**src/rtl/kinase_valve_sequencer.sv**
```systemverilog
// Step-program sequencer for the kinase chip control pads: static valves, two
// peristaltic pumps and a per-step dwell timer. Every output is a flop.
module kinase_valve_sequencer #(
  parameter int DEPTH   = 16,
  parameter int DWELL_W = 16,
  parameter int DIV_W   = 8
) (
  input  logic                     clk,
  input  logic                     rst_n,
  input  logic                     wr_en,
  input  logic [$clog2(DEPTH)-1:0] wr_addr,
  input  logic [22+DWELL_W:0]      wr_data,
  input  logic                     start,
  input  logic                     abort,
  input  logic [DIV_W-1:0]         pump_period,
  output logic [12:0]              ctrl_a,
  output logic [3:0]               ctrl_s,
  output logic [2:0]               pump_a,
  output logic [1:0]               pump_b,
  output logic                     busy,
  output logic                     done,
  output logic [$clog2(DEPTH)-1:0] step_idx,
  output logic                     wr_err
);
  // state | meaning
  // IDLE  | valves released, program memory writable, waiting for start
  // RUN   | current step driven, dwell down-counter running
  // DONE  | one-cycle completion pulse, valves released

  localparam int AW = $clog2(DEPTH);
  localparam logic [AW-1:0] IDX_LAST = AW'(DEPTH - 1);

  typedef enum logic [1:0] {S_IDLE, S_RUN, S_DONE} state_t;

  typedef struct packed {
    logic               last;
    logic               pb_en;
    logic               pa_dir;
    logic               pa_en;
    logic [3:0]         ctrl_s;
    logic [12:0]        ctrl_a;
    logic [DWELL_W-1:0] dwell;
  } step_t;

  step_t              mem [DEPTH];
  step_t              rd_step;
  state_t             state_q, state_d;
  logic               load, clear;
  logic [AW-1:0]      load_idx, idx_d;
  logic [DWELL_W-1:0] dwell_q, dwell_d;
  logic [12:0]        a_d;
  logic [3:0]         s_d;
  logic               pa_en_q, pa_en_d, pa_dir_q, pa_dir_d, pb_en_q, pb_en_d;
  logic               last_q, last_d, busy_d, done_d, wr_err_d;
  logic [DIV_W-1:0]   div_q, div_d;
  logic               tick;
  logic [2:0]         pa_ph_q, pa_ph_d, pump_a_d;
  logic               pb_ph_q, pb_ph_d;
  logic [1:0]         pump_b_d;
  logic               unused_pad;

  assign unused_pad = ^wr_data[DWELL_W+1:DWELL_W];
  assign rd_step    = mem[load_idx];

  always_ff @(posedge clk) begin
    if (wr_en && state_q == S_IDLE)
      mem[wr_addr] <= {wr_data[22+DWELL_W:DWELL_W+2], wr_data[DWELL_W-1:0]};
  end

  function automatic logic [2:0] pa_pattern(input logic [2:0] ph);
    case (ph)
      3'd0:    pa_pattern = 3'b100;
      3'd1:    pa_pattern = 3'b110;
      3'd2:    pa_pattern = 3'b010;
      3'd3:    pa_pattern = 3'b011;
      3'd4:    pa_pattern = 3'b001;
      3'd5:    pa_pattern = 3'b101;
      default: pa_pattern = 3'b000;
    endcase
  endfunction

  always_comb begin
    state_d  = state_q;
    load     = 1'b0;
    clear    = 1'b0;
    load_idx = '0;
    dwell_d  = dwell_q;
    case (state_q)
      S_IDLE: begin
        if (start) begin
          load    = 1'b1;
          state_d = S_RUN;
        end
      end
      S_RUN: begin
        if (dwell_q == '0) begin
          if (last_q || step_idx == IDX_LAST) begin
            state_d = S_DONE;
            clear   = 1'b1;
          end else begin
            load     = 1'b1;
            load_idx = step_idx + 1'b1;
          end
        end else begin
          dwell_d = dwell_q - 1'b1;
        end
      end
      S_DONE: begin
        state_d = S_IDLE;
        clear   = 1'b1;
      end
      default: begin
        state_d = S_IDLE;
        clear   = 1'b1;
      end
    endcase
    // abort outranks both start and dwell expiry
    if (abort) begin
      state_d = S_IDLE;
      load    = 1'b0;
      clear   = 1'b1;
    end

    idx_d    = step_idx;
    a_d      = ctrl_a;
    s_d      = ctrl_s;
    pa_en_d  = pa_en_q;
    pa_dir_d = pa_dir_q;
    pb_en_d  = pb_en_q;
    last_d   = last_q;
    busy_d   = busy;
    if (load) begin
      idx_d    = load_idx;
      dwell_d  = (rd_step.dwell == '0) ? '0 : rd_step.dwell - 1'b1;
      a_d      = rd_step.ctrl_a;
      s_d      = rd_step.ctrl_s;
      pa_en_d  = rd_step.pa_en;
      pa_dir_d = rd_step.pa_dir;
      pb_en_d  = rd_step.pb_en;
      last_d   = rd_step.last;
      busy_d   = 1'b1;
    end
    if (clear) begin
      idx_d    = '0;
      dwell_d  = '0;
      a_d      = '0;
      s_d      = '0;
      pa_en_d  = 1'b0;
      pa_dir_d = 1'b0;
      pb_en_d  = 1'b0;
      last_d   = 1'b0;
      busy_d   = 1'b0;
    end
    done_d   = (state_q == S_RUN) && (state_d == S_DONE);
    wr_err_d = wr_en && (state_q != S_IDLE);
  end

  // Phase ticks use the step that was active this cycle, so a direction change
  // at a step boundary only affects ticks after the boundary.
  always_comb begin
    tick = (pa_en_q || pb_en_q) && (div_q >= pump_period);
    if (!(pa_en_d || pb_en_d) || !(pa_en_q || pb_en_q) || tick)
      div_d = '0;
    else
      div_d = div_q + 1'b1;

    pa_ph_d = pa_ph_q;
    if (!pa_en_d)
      pa_ph_d = 3'd0;
    else if (tick && pa_en_q) begin
      if (pa_dir_q)
        pa_ph_d = (pa_ph_q == 3'd0) ? 3'd5 : pa_ph_q - 3'd1;
      else
        pa_ph_d = (pa_ph_q == 3'd5) ? 3'd0 : pa_ph_q + 3'd1;
    end

    pb_ph_d = pb_ph_q;
    if (!pb_en_d)
      pb_ph_d = 1'b0;
    else if (tick && pb_en_q)
      pb_ph_d = ~pb_ph_q;

    pump_a_d = pa_en_d ? pa_pattern(pa_ph_d) : 3'b000;
    pump_b_d = pb_en_d ? (pb_ph_d ? 2'b01 : 2'b10) : 2'b00;
  end

  always_ff @(posedge clk or negedge rst_n) begin
    if (!rst_n) begin
      state_q  <= S_IDLE;
      step_idx <= '0;
      dwell_q  <= '0;
      ctrl_a   <= '0;
      ctrl_s   <= '0;
      pa_en_q  <= 1'b0;
      pa_dir_q <= 1'b0;
      pb_en_q  <= 1'b0;
      last_q   <= 1'b0;
      busy     <= 1'b0;
      done     <= 1'b0;
      wr_err   <= 1'b0;
      div_q    <= '0;
      pa_ph_q  <= 3'd0;
      pb_ph_q  <= 1'b0;
      pump_a   <= 3'b000;
      pump_b   <= 2'b00;
    end else begin
      state_q  <= state_d;
      step_idx <= idx_d;
      dwell_q  <= dwell_d;
      ctrl_a   <= a_d;
      ctrl_s   <= s_d;
      pa_en_q  <= pa_en_d;
      pa_dir_q <= pa_dir_d;
      pb_en_q  <= pb_en_d;
      last_q   <= last_d;
      busy     <= busy_d;
      done     <= done_d;
      wr_err   <= wr_err_d;
      div_q    <= div_d;
      pa_ph_q  <= pa_ph_d;
      pb_ph_q  <= pb_ph_d;
      pump_a   <= pump_a_d;
      pump_b   <= pump_b_d;
    end
  end

endmodule

```
**config.mk**
```make
export PLATFORM = sky130hd
export DESIGN_NAME = kinase_valve_sequencer
export DESIGN_NICKNAME = d
export VERILOG_FILES = /design/src/rtl/kinase_valve_sequencer.sv
export SDC_FILE = /design/constraint.sdc
export NUM_CORES = 1
export LEC_CHECK = 0
export BUFFER_PORTS_ARGS = -buffer_cell sky130_fd_sc_hd__buf_2
export CAP_MARGIN = 30
export CORE_ASPECT_RATIO = 1.25
export CORE_MARGIN = 8
export CORE_UTILIZATION = 65
export CTS_CLUSTER_DIAMETER = 40
export CTS_CLUSTER_SIZE = 30
export DETAILED_ROUTE_END_ITERATION = 16
export PLACE_DENSITY = 0.82
export SYNTH_ARGS = -nofsm -noshare
export SYNTH_HDL_FRONTEND = slang
export SYNTH_SLANG_ARGS = --single-unit
```
**constraint.sdc**
```tcl
create_clock -name clk -period 6.6 [get_ports clk]
set_input_delay 1.32 -clock clk [delete_from_list [all_inputs] [get_ports clk]]
set_output_delay 1.32 -clock clk [all_outputs]
set_load 0.005 [all_outputs]
```
[Yosys cells after proc, flatten, opt, wreduce, memory -nomap -nowiden]
Memory sizes are Yosys's and may differ from the RTL's.
Cells that the tools add are included.
Word-level totals
  register bits: 63
  RAM bits: 592
  output and inout port bits: 29
  word-level logic and storage cells: 110
  memories: 1
Memory list
  mem: words 16, width 37, read ports 1, clocked after Yosys merged registers in 0, wr ports 1, RTL line 45  | step_t mem [DEPTH];
Cells by class
  add/sub/neg operators: 6
  magnitude comparators: 1
  eq/ne operators: 10
  mux-type cells: 52
  bitwise logic cells: 1
  reductions and logical operators: 22
Operator list (number)
  $mux 16: 5
  $logic_not 16->1: 2
  $sub 16x1->16 const B: 2
  $mux 4: 7
  $mux 13: 2
  $mux 1: 21
  $mux 3: 6
  $pmux 3 s6: 1
  $mux 2: 6
  $eq 3x3->1 const B: 3
  $add 8x1->8 const B: 1
  $ge 8x8->1: 1
  $mux 8: 1
  $eq 3x2->1 const B: 2
  $logic_and 1x1->1: 6
  $logic_not 3->1: 2
  $logic_or 1x1->1: 5
  $add 4x1->4 const B: 1
  $eq 4x4->1 const B: 1
  $pmux 1 s2: 2
  $pmux 2 s2: 1
  $reduce_bool 2->1: 2
  $add 3x1->3 const B: 1
  $eq 3x1->1 const B: 1
  9 further kinds: 10

[Logic depth before layout (Yosys ltp)]
  word-level depth: 13
  depth in mapped cells: 20
  mapped depth without buffers: 18

[Worst setup path before layout]
OpenSTA, ideal clock, no wires.
  path type: input-to-reg
  start: input wr_addr[1]
  end: memory mem[0][0] (netlist bit), enable pin
  library setup time: 478 ps
  arrival: 4296 ps
  required time: 6122 ps
  setup slack: 1826 ps
  stages: 2
  cell sequence: or3_1 > nor3_1
RTL lines
  start, declared: RTL line 11  | input logic [$clog2(DEPTH)-1:0] wr_addr,
  end, declared: RTL line 45
No word-level cell before the write port.

[Worst setup path after layout]
  start: register dwell_q[4]
  end: register dwell_q[0]
On the way
  word-level cells in the longest chain between the ends: 8
  elaborated cells between the ends (all ways): 18
  those cells by class: add/sub: 1; eq/ne: 1; mux: 11; reduce/logical: 4; memory: 1
Ends and longest elaborated chain
  start, declared: RTL line 50  | logic [DWELL_W-1:0] dwell_q, dwell_d;
  start signal, assigned: RTL line 209  | dwell_q <= dwell_d;
  $logic_not 16->1 (*): RTL line 96  | if (dwell_q == '0) begin
  $mux 4: RTL line 96
  $mux 4: RTL line 88  | case (state_q)
  $mem_v2 16x37
  $sub 16x1->16 or $logic_not 16->1 (tied branches): RTL line 134  | dwell_d = (rd_step.dwell == '0) ? '0 : rd_step.dwell - 1'b1;
  $mux 16: RTL line 134
  $mux 16: RTL line 132  | if (load) begin
  $mux 16: RTL line 143  | if (clear) begin
Every way passes the cells marked *; elsewhere a longest branch is shown, timed or not.
A chain may end at the register's enable or synchronous reset.

==> results.md <==
* Launching element type of the critical path: flop
* Worst min-delay path class: flop to flop
* Standard-cell rows at 84
* Status: finished, final reports clean
* Source of the worst hold timing path: div_q[0]$_DFF_PN0_
* Number of storage elements in the synthesis netlist at 654
* Vias in the first global route at 18600
* Unrepaired setup endpoints after global routing: no
* Post-Synthesis Cells at 2122
* Final min period at 5.98 ns
* Number of nets in the layout at 2269
* Gates resized, CTS repair at 0
* Synth Flop Type: edfxtp_1
* Reg-to-reg critical path startpoint: dwell_q[4]$_DFFE_PN0P_
* Post-synthesis cell type count at 78
* Estimated wirelength of the detail-placed design at 39800 µm
* Initial detailed-routing violation count at 2442
* Quantity of hold-fixing buffers added after cts at 0
* Total length of routed wires at 71600 µm
* GRT Util Overall at 0.292
* Vias per Instance at 6.60
* Final slew viol count at 0
* Mean routed wirelength per cell at 25.5 µm
* Die boundary height at 245 µm
* Number of buffer cells added on primary ports at 82
* Count of unresolved DRC violations after routing at 0
* Routed via count at 18600
* Peak ir drop on the vdd network at 0.258 mV
* Area of the placeable core at 41700 µm²
* Clk root buf: clkbuf_16
* Ys async rst share at 0.0948
* Power density normalized to cell area at 284 nW/µm²
* Remaining antenna violation count after routing at 0
* Count of synthesis-stage warnings from yosys at 0
* TritonRoute pass-1 iters at 5
* Setup CP Type: flop to flop
* Fill count at 2522
* Bufs on Longest Clock Path at 3
* Endpoints failing setup at 0
* Die area at 48800 µm²
* Post-route clock skew at 0.0283 ns
* Maximum operating frequency at 0.167 GHz
* Wire length of the first global-routing pass at 107000 µm
* Num Clock Sinks at 654
* Critical Path RT at 7.11 ns
* Horiz. Die Dim at 199 µm
* Post-route core utilization at 0.732
* # Post-CTS Setup Buffers at 0
* Fraction of layout instances using a drive strength above 1 at 0.139
* Post-synthesis instance area at 27300 µm²
* Number of buffers inserted during clock tree synthesis at 58
* Period utilisation layout at 0.907
* Data arrival time at the worst-slack endpoint at 6.50 ns
* TritonCTS clock tree: done
* Depth of the CTS H-tree at 2
* Slew headroom at 0.299
* Syn avg cell area at 12.8 µm²
* Global route total overflow at 0
* Number of top-level pins at 85
* Starting density of the core at 0.653
* Endpoint type of the worst setup path: flop
* Number of endpoints with negative hold slack in the final report at 0
* Final weighted congestion in routability-driven placement at 0.921
* Post-synth EDFFs at 592
* Leakage at 10.7 nW
* Clock transition at the register clock pins on the worst setup and hold paths after CTS at 0.07 ns
* Number of antenna violations at the first check in global routing at 8
* Timing startpoint of the critical path: dwell_q[4]$_DFFE_PN0P_
* Pin count of the biggest net entering global routing at 101
* Post-Synthesis Net Count at 2192
* Measured slew at the worst slew-check pin at 1.05 ns
* Skew-Pair Late Insertion Delay at 0.63 ns
* Crit path max fanout at 83
* Synth-to-Final Area Change at 12.1%
* Sequential element share of the synthesized area at 0.709
* Total of max-cap violations at 0
* Final setup TNS at 0 ns
==> synth_stat cells (all sizes together) (10+ instances only) <==
cell type | n | area, µm²
a2111oi | 16 | 159
a211oi | 30 | 235
a21oi | 54 | 270
a31oi | 15 | 93.8
and3 | 18 | 113
buf | 39 | 198
clkbuf | 85 | 319
dfrtp | 62 | 1550
edfxtp | 592 | 17800
ha | 14 | 175
inv | 20 | 75.1
mux2 | 21 | 236
mux2i | 41 | 410
nand2 | 437 | 1640
nand3 | 300 | 1520
nand4 | 21 | 138
nor2 | 69 | 259
nor2b | 18 | 113
nor3 | 37 | 206
nor4 | 18 | 155
o211ai | 27 | 203
o21ai | 61 | 305
o22ai | 10 | 62.6
xnor2 | 17 | 149
xor2 | 13 | 114
==> placed cells by master, fill, tap and decap left out, types with 10 or more instances in the layout <==
| cell type | synthesis | layout |
|---|---|---|
| o21ai_0 | 51 | 51 |
| inv_1 | 20 | 20 |
| inv_6 | 0 | 10 |
| nand4_1 | 20 | 20 |
| buf_4 | 5 | 57 |
| nor2_1 | 69 | 57 |
| nor4_1 | 14 | 14 |
| xnor2_1 | 17 | 17 |
| nor2_4 | 0 | 12 |
| nor2b_1 | 18 | 18 |
| nand3_1 | 297 | 296 |
| clkbuf_16 | 0 | 58 |
| a2111oi_0 | 15 | 15 |
| dfrtp_1 | 62 | 62 |
| o22ai_1 | 10 | 10 |
| and3_1 | 18 | 18 |
| nand2_1 | 436 | 435 |
| nor3_1 | 34 | 28 |
| buf_2 | 20 | 81 |
| a21oi_1 | 54 | 53 |
| edfxtp_1 | 592 | 592 |
| mux2_2 | 19 | 19 |
| xor2_1 | 13 | 13 |
| ha_1 | 14 | 14 |
| a211oi_1 | 28 | 28 |
| o21ai_1 | 10 | 10 |
| o211ai_1 | 27 | 27 |
| a31oi_1 | 15 | 15 |
| mux2i_1 | 41 | 41 |
==> area by class of cell <==
cell class                      instances  area (µm²)  share of cell area
Multi-Input combinational cell       1324        7490               0.245
Inverter                               20        75.1             0.00246
Clock inverter                         45         544              0.0178
Timing Repair Buffer                  141         908              0.0297
Antenna cell                            5        12.5            0.000409
Sequential cell                       654       19300               0.632
Tap cell                              559         699              0.0229
Clock buffer                           65        1500              0.0490
==> power by group <==
group	switching, W	total [W]	internal, W
logic	0.000413	0.000549	0.000137
registers	0.0000430	0.00462	0.00458
clock network	0.00171	0.00352	0.00180
total	0.00217	0.00869	0.00652
==> per-layer routing <==
layer | global-route usage | part of all wire
met5 | 0 | 0.00015
met4 | 0.172 | 0.062
met3 | 0.0471 | 0.10
met2 | 0.484 | 0.49
met1 | 0.361 | 0.34
==> registers in the layout, indices dropped and copies added (netlist names) <==
name,count
busy,1
pa_ph_q,3
step_idx,4
mem,592
ctrl_s,4
ctrl_a,13
pa_dir_q,1
state_q,2
div_q,8
pump_b,2
pb_en_q,1
wr_err,1
done,1
dwell_q,16
last_q,1
pa_en_q,1
pump_a,3
==> per-stage QoR <==
| stage | area, µm² | hold slack [ns] | setup slack (ns) | std cells | power, W |
|---|---|---|---|---|---|
| floorplan | 27300 | 0.468 | 1.83 | 2122 | 0.00501 |
| global placement | 28400 | 0.483 | 1.11 | 2693 | 0.00522 |
| detailed placement | 28400 | 0.496 | 0.899 | 2696 | 0.00524 |
| CTS | 30500 | 0.516 | 0.897 | 2806 | 0.00868 |
| global route | 30600 | 0.532 | 0.442 | 2811 | 0.00891 |
| finish | 30600 | 0.519 | 0.617 | 2813 | 0.00869 |
==> critical path, cell delays in order, from the launching register on <==
cell and delay (ns):
dfrtp_1 0.42, nor4_2 0.70, nand3_1 0.66, nor3_4 0.63
buf_4 0.77, nand2_1 0.11, a31oi_1 0.48, o21ai_0 0.18
a22oi_1 0.18, o21ai_0 0.14, ha_1 0.22, inv_1 0.14
a2111oi_4 0.07, and3_1 0.24, a211o_1 0.51, nand2b_1 0.23
o211ai_1 0.11
==> path summary, 6_finish.rpt <==
kind                                                to  slack [ns]  depth (start not counted)
worst max-delay path            dwell_q[0]$_DFFE_PN0P_        0.62                         16
worst min-delay path                div_q[0]$_DFF_PN0_        0.52                          1
worst max register to register  dwell_q[0]$_DFFE_PN0P_        0.62                         16
worst min register to register      div_q[0]$_DFF_PN0_        0.52                          1
max in group asynchronous           div_q[5]$_DFF_PN0_        5.46                          2
min in group asynchronous        ctrl_a[0]$_DFFE_PN0P_        0.56                          1
==> kinds of logic after synthesis <==
family,share of synthesized area
DFF,0.709
buffers and inverters,0.0217
adders and majority gates,0.00643
muxes,0.0270
and+or+nand+nor,0.160
xor gates and xnor gates,0.00964
AOI/OAI and AO/OA,0.0655
Note: power is estimated with default switching activity, not from simulation.
